### src/rtl/instr_readback_tx.sv
// instr_readback_tx: dumps every instruction RAM word as six UART 8N1 bytes
// Ports:
//   clk      system clock
//   rst      synchronous active-high reset
//   start    request a full dump, sampled only in IDLE
//   rd_addr  instruction RAM read address (current word index)
//   rd_data  combinational RAM read data {opcode[3:0], sel[1:0], op1h, op1l, op2h, op2l}
//   tx       registered UART serial out, idles high
//   busy     dump in progress
//   done     one-cycle pulse when the dump completes
module instr_readback_tx #(
    parameter int NUMBER_OF_INSTRUCTIONS = 4,
    parameter int CLKS_PER_BIT = 5208
) (
    input  logic        clk,
    input  logic        rst,
    input  logic        start,
    output logic [11:0] rd_addr,
    input  logic [37:0] rd_data,
    output logic        tx,
    output logic        busy,
    output logic        done
);
    localparam int BW = $clog2(CLKS_PER_BIT);
    typedef enum logic [2:0] {IDLE, LOAD, START_BIT, DATA_BIT, STOP_BIT} state_t;
    state_t        r_state, w_nxt;
    logic [BW-1:0] r_baud, w_baud;
    logic [2:0]    r_byte, w_byte, r_bit, w_bit;
    logic [11:0]   r_addr, w_addr;
    logic [47:0]   r_word;
    logic          r_tx, r_busy, r_done, w_tx, w_done, w_last;
    logic [5:0]    w_idx;
    assign w_last  = r_baud == BW'(CLKS_PER_BIT - 1);
    assign rd_addr = r_addr;
    assign tx      = r_tx;
    assign busy    = r_busy;
    assign done    = r_done;
    always_ff @(posedge clk) begin
        if (rst) begin
            r_state <= IDLE;
            r_baud  <= '0;
            r_byte  <= '0;
            r_bit   <= '0;
            r_addr  <= '0;
            r_tx    <= 1'b1;
            r_busy  <= 1'b0;
            r_done  <= 1'b0;
        end else begin
            r_state <= w_nxt;
            r_baud  <= w_baud;
            r_byte  <= w_byte;
            r_bit   <= w_bit;
            r_addr  <= w_addr;
            r_tx    <= w_tx;
            r_busy  <= w_nxt != IDLE;
            r_done  <= w_done;
        end
        if (r_state == LOAD)
            r_word <= {4'b0, rd_data[37:34], 6'b0, rd_data[33:32], rd_data[31:0]};
    end
    always_comb begin
        w_nxt  = r_state;
        w_baud = w_last ? '0 : r_baud + 1'b1;
        w_byte = r_byte;
        w_bit  = r_bit;
        w_addr = r_addr;
        case (r_state)
            IDLE: begin
                w_baud = '0;
                w_byte = '0;
                w_bit  = '0;
                w_nxt  = start ? LOAD : IDLE;
            end
            LOAD: begin
                w_baud = '0;
                w_byte = '0;
                w_nxt  = START_BIT;
            end
            START_BIT: if (w_last) begin
                w_nxt = DATA_BIT;
                w_bit = '0;
            end
            DATA_BIT: if (w_last) begin
                if (r_bit == 3'd7) w_nxt = STOP_BIT;
                else w_bit = r_bit + 1'b1;
            end
            STOP_BIT: if (w_last) begin
                if (r_byte < 3'd5) begin
                    w_byte = r_byte + 1'b1;
                    w_nxt  = START_BIT;
                end else if (r_addr < 12'(NUMBER_OF_INSTRUCTIONS - 1)) begin
                    w_addr = r_addr + 1'b1;
                    w_nxt  = LOAD;
                end else begin
                    w_addr = '0;
                    w_nxt  = IDLE;
                end
            end
            default: w_nxt = IDLE;
        endcase
    end
    // tx is registered from the next state so the line changes together with the state
    assign w_idx = {3'd5 - w_byte, w_bit};
    always_comb begin
        w_tx   = w_nxt == START_BIT ? 1'b0 : w_nxt == DATA_BIT ? r_word[w_idx] : 1'b1;
        w_done = r_state == STOP_BIT && w_nxt == IDLE;
    end
endmodule
### config.mk
export PLATFORM = sky130hd
export DESIGN_NAME = instr_readback_tx
export DESIGN_NICKNAME = d
export VERILOG_FILES = /design/src/rtl/instr_readback_tx.sv
export SDC_FILE = /design/constraint.sdc
export NUM_CORES = 1
export LEC_CHECK = 0
export ABC_AREA = 1
export CORE_MARGIN = 2
export CORE_UTILIZATION = 31
export CTS_BUF_LIST = sky130_fd_sc_hd__clkbuf_2
export CTS_CLUSTER_SIZE = 14
export DETAILED_ROUTE_END_ITERATION = 10
export GPL_TIMING_DRIVEN = 1
export PLACE_DENSITY = 0.53
export SLEW_MARGIN = 25
export SYNTH_ARGS = -nofsm -noshare
export SYNTH_HDL_FRONTEND = slang
export SYNTH_SLANG_ARGS = --single-unit
### constraint.sdc
create_clock -name clk -period 3.5 [get_ports clk]
set_clock_uncertainty 0.05 [all_clocks]
set_input_delay 0.7 -clock clk [delete_from_list [all_inputs] [get_ports clk]]
set_output_delay 0.7 -clock clk [all_outputs]
set_load 0.01 [all_outputs]
==> out/results.tsv <==
stage	metric	value	unit
status	status	finished clean	
power	leakagePower	1.755	nW
clock_network	cts_inserted_buffers	9	
sta	rsz0062_at_grt	no	
worst_setup_path	critPathKind	flip-flop to flip-flop	
power	ir_drop	0.0001813	V
clock_network	htreeDepth	3	
yosys	synth_area	3525	um2
global_route	antenna_found_initial	0	
yosys	yosysSeqAreaShare	0.5339	
placement	placed_cells	596	
placement	gp_congestion	0.7956	
die	initial_core_util	0.3209	
layout	area_delta_synth_final	22.75	%
worst_setup_path	cp_num_buf_inv	0	
sta	setup_tns	0	ps
global_route	grt_usage	0.1185	
drt	wl_per_cell	11.37	um
clock_network	cts_setup_buffers	0	
clock_network	cts_tree	done	
drt	first_pass_iters	4	
yosys	synth-edff-count	38	
worst_setup_path	path_max_fanout	23	
sta	post-route-min-period	2472	ps
global_route	grt_overflow	0	
layout	stdcell_count	612	
global_route	grt_max_degree	40	
layout	antenna_cells	0	
die	io_pins	56	
global_route	grt_pass1_wl	12020	um
die	die_x	110.6	um
clock_network	postCtsHoldBufs	0	
worst_setup_path	cp_data_required_time	3890	ps
yosys	syn_inst	408	
clock_network	clk_latency	530	ps
worst_setup_path	critPathTopFamily	simple AND/OR/NAND/NOR gates	
yosys	async_reset_ff_frac	0	
worst_setup_path	crit_top_cell	nand2_1	
min_path	min_from	r_baud[0]	
layout	fill_cells	1130	
sta	hold_viol	0	
sta	relSlewSlack	0.4092	
drt	drtIter0Drc	126	
yosys	synth_top_flop_cell	edfxtp_1	
worst_setup_path	slowest_delay	400	ps
worst_setup_path	critical_path_arrival	2860	ps
yosys	syn_avg_cell_area	8.639	um2
sta	finalMaxSlewViolations	0	
die	rows	38	
layout	drive_above_1_share	0.09110	
global_route	grt_pass1_vias	2713	
drt	vias	2787	
layout	fin_nets	512	
yosys	synthesis.nets	453	
yosys	synth_cell_types	38	
min_path	min_path_type	flip-flop to flip-flop	
clock_network	clockRootBuffer	clkbuf_2	
sta	period_share	0.7064	
clock_network	clockBufferDepth	2	
drt	drc	0	
worst_setup_path	cp_slowest_cell	dfxtp_1	
die	die_h	110.6	um
flow_run	drv_cap	0	
worst_setup_path	crit_path_start_kind	flip-flop	
power	power.density	375.5	nW/um2
sta	worst_slack	1028	ps
clock_network	cts-resized-gates	0	
layout	design_area	4327	um2
worst_setup_path	crit_chain	ha_1 -> nand2_1 -> nor2_2 -> nand2_1 -> nor2_4 -> nand4_4 -> nand3_4 -> nand2_1 -> nand3_1 -> nand2_1 -> nand2_1 -> nand2_1 -> nand2_1 -> nand3_1 -> nand2_1 -> o21bai_2	
yosys	yosys_warnings	0	
placement	dpl-instance-area	4210	um2
die	core	10980	um2
clock_network	path_clk_slew	200	ps
die	die_area	12240	um2
sta	setup_viol	0	
yosys	synth-seq-cells	75	
clock_network	clock_sinks	75	
placement	io_buffers	55	
worst_setup_path	crit_start	r_baud[0]	
worst_setup_path	rr_startpoint	r_baud[0]	
sta	max_clock_freq	0.4045	GHz
drt	wl	6959	um
drt	vias_per_cell	4.554	
sta	tightest_slew	878.1	ps
sta	holdWs	415.1	ps
placement	dp_hpwl	5130	um
worst_setup_path	endpoint_kind	flip-flop	
drt	postRouteAntennaNets	0	
placement	post-place-ws	1012	ps
==> layout by cell type (no fill, tap or decap), types with 2 or more instances in the layout <==
| master | synthesis | final |
|---|---|---|
| nand2_4 | 2 | 2 |
| nor2_1 | 39 | 38 |
| nor2_2 | 3 | 3 |
| nor3_1 | 16 | 16 |
| nand2_2 | 5 | 5 |
| edfxtp_1 | 38 | 38 |
| o21a_1 | 2 | 2 |
| o21ai_1 | 2 | 2 |
| nor2_4 | 4 | 5 |
| nor4_1 | 3 | 3 |
| inv_1 | 77 | 77 |
| ha_1 | 4 | 4 |
| clkdlybuf4s50_1 | 0 | 55 |
| nor3b_1 | 6 | 6 |
| a21oi_1 | 10 | 10 |
| buf_4 | 1 | 2 |
| nand2_1 | 78 | 78 |
| clkinv_4 | 0 | 3 |
| o211ai_1 | 2 | 2 |
| o21ai_0 | 5 | 5 |
| xor2_1 | 2 | 2 |
| or2_2 | 2 | 2 |
| nand3_1 | 29 | 29 |
| clkinvlp_2 | 0 | 2 |
| dfxtp_1 | 37 | 37 |
| nand4_1 | 20 | 20 |
| inv_2 | 2 | 2 |
| clkbuf_2 | 0 | 10 |
==> worst paths after layout <==
path	endpoint	slack, ps	cells after the start
worst min-delay path	r_baud[0]	420	1
worst min register to register	r_baud[0]	420	1
worst max register to register	tx	1030	16
worst max-delay path	tx	1030	16
==> final cells by class <==
cell class                      instances  area [um2]  share of cell area
Clock buffer                           10       50.05             0.01157
Clock inverter                          6       66.31             0.01533
Inverter                               79       296.5             0.06854
Multi-Input combinational cell        245        1291              0.2984
Sequential cell                        75        1882              0.4349
Tap cell                              140       175.2             0.04049
Timing Repair Buffer                   57       565.5              0.1307
==> cell usage after synthesis (2+ instances only) <==
cell type / instances / share of area
nand4_1: 20 / 0.035
o21ai_1: 2 / 0.0028
inv_2: 2 / 0.0021
nor3_1: 16 / 0.023
inv_1: 77 / 0.082
o21ai_0: 5 / 0.0071
ha_1: 4 / 0.014
nor2_4: 4 / 0.013
o211ai_1: 2 / 0.0043
buf_6: 3 / 0.0096
xor2_1: 2 / 0.0050
o21a_1: 2 / 0.0043
nand3_1: 29 / 0.041
or2_2: 2 / 0.0035
nor4_1: 3 / 0.0053
nand2_1: 78 / 0.083
dfxtp_1: 37 / 0.21
nor3b_1: 6 / 0.013
buf_2: 2 / 0.0028
nor2_1: 39 / 0.042
a21oi_1: 10 / 0.014
clkbuf_1: 3 / 0.0032
nand2_4: 2 / 0.0064
nor2_2: 3 / 0.0053
edfxtp_1: 38 / 0.32
nand2_2: 5 / 0.0089
==> sequential cells by signal (all words and copies together), names as in the netlist <==
signal / flops
r_word: 38
r_baud: 13
rd_addr: 12
r_byte: 3
r_bit: 3
done: 1
r_state: 3
tx: 1
busy: 1
==> kinds of logic after synthesis <==
family          share of synthesized area
compound gates                    0.04686
xor+xnor                         0.004971
fa+ha+maj                         0.01420
buf+inv                            0.1019
flops                              0.5339
simple gates                       0.2982
==> metal layers <==
metal,global-route usage,vias to the layer above,part of all wire
met3,0.04171,9,0.057
met2,0.1930,72,0.45
met1,0.1482,1256,0.48
met4,0.03500,0,0.014
met5,0,-,0
li1,-,1450,-
==> metrics by stage <==
step	utilization	total power [W]
final	0.3939	0.001625
after global routing	0.3939	0.001707
after CTS	0.3939	0.001651
after detailed placement	0.3833	0.001166
after global placement	0.3833	0.001165
after floorplan	-	0.001094
==> power by group <==
part           leakage, nW  switching (W)  internal [W]
combinational         1.04      0.0000903     0.0000725
sequential           0.650      0.0000131      0.000969
clock               0.0682       0.000312      0.000168
No activity file was read; power rests on OpenSTA's default activity.
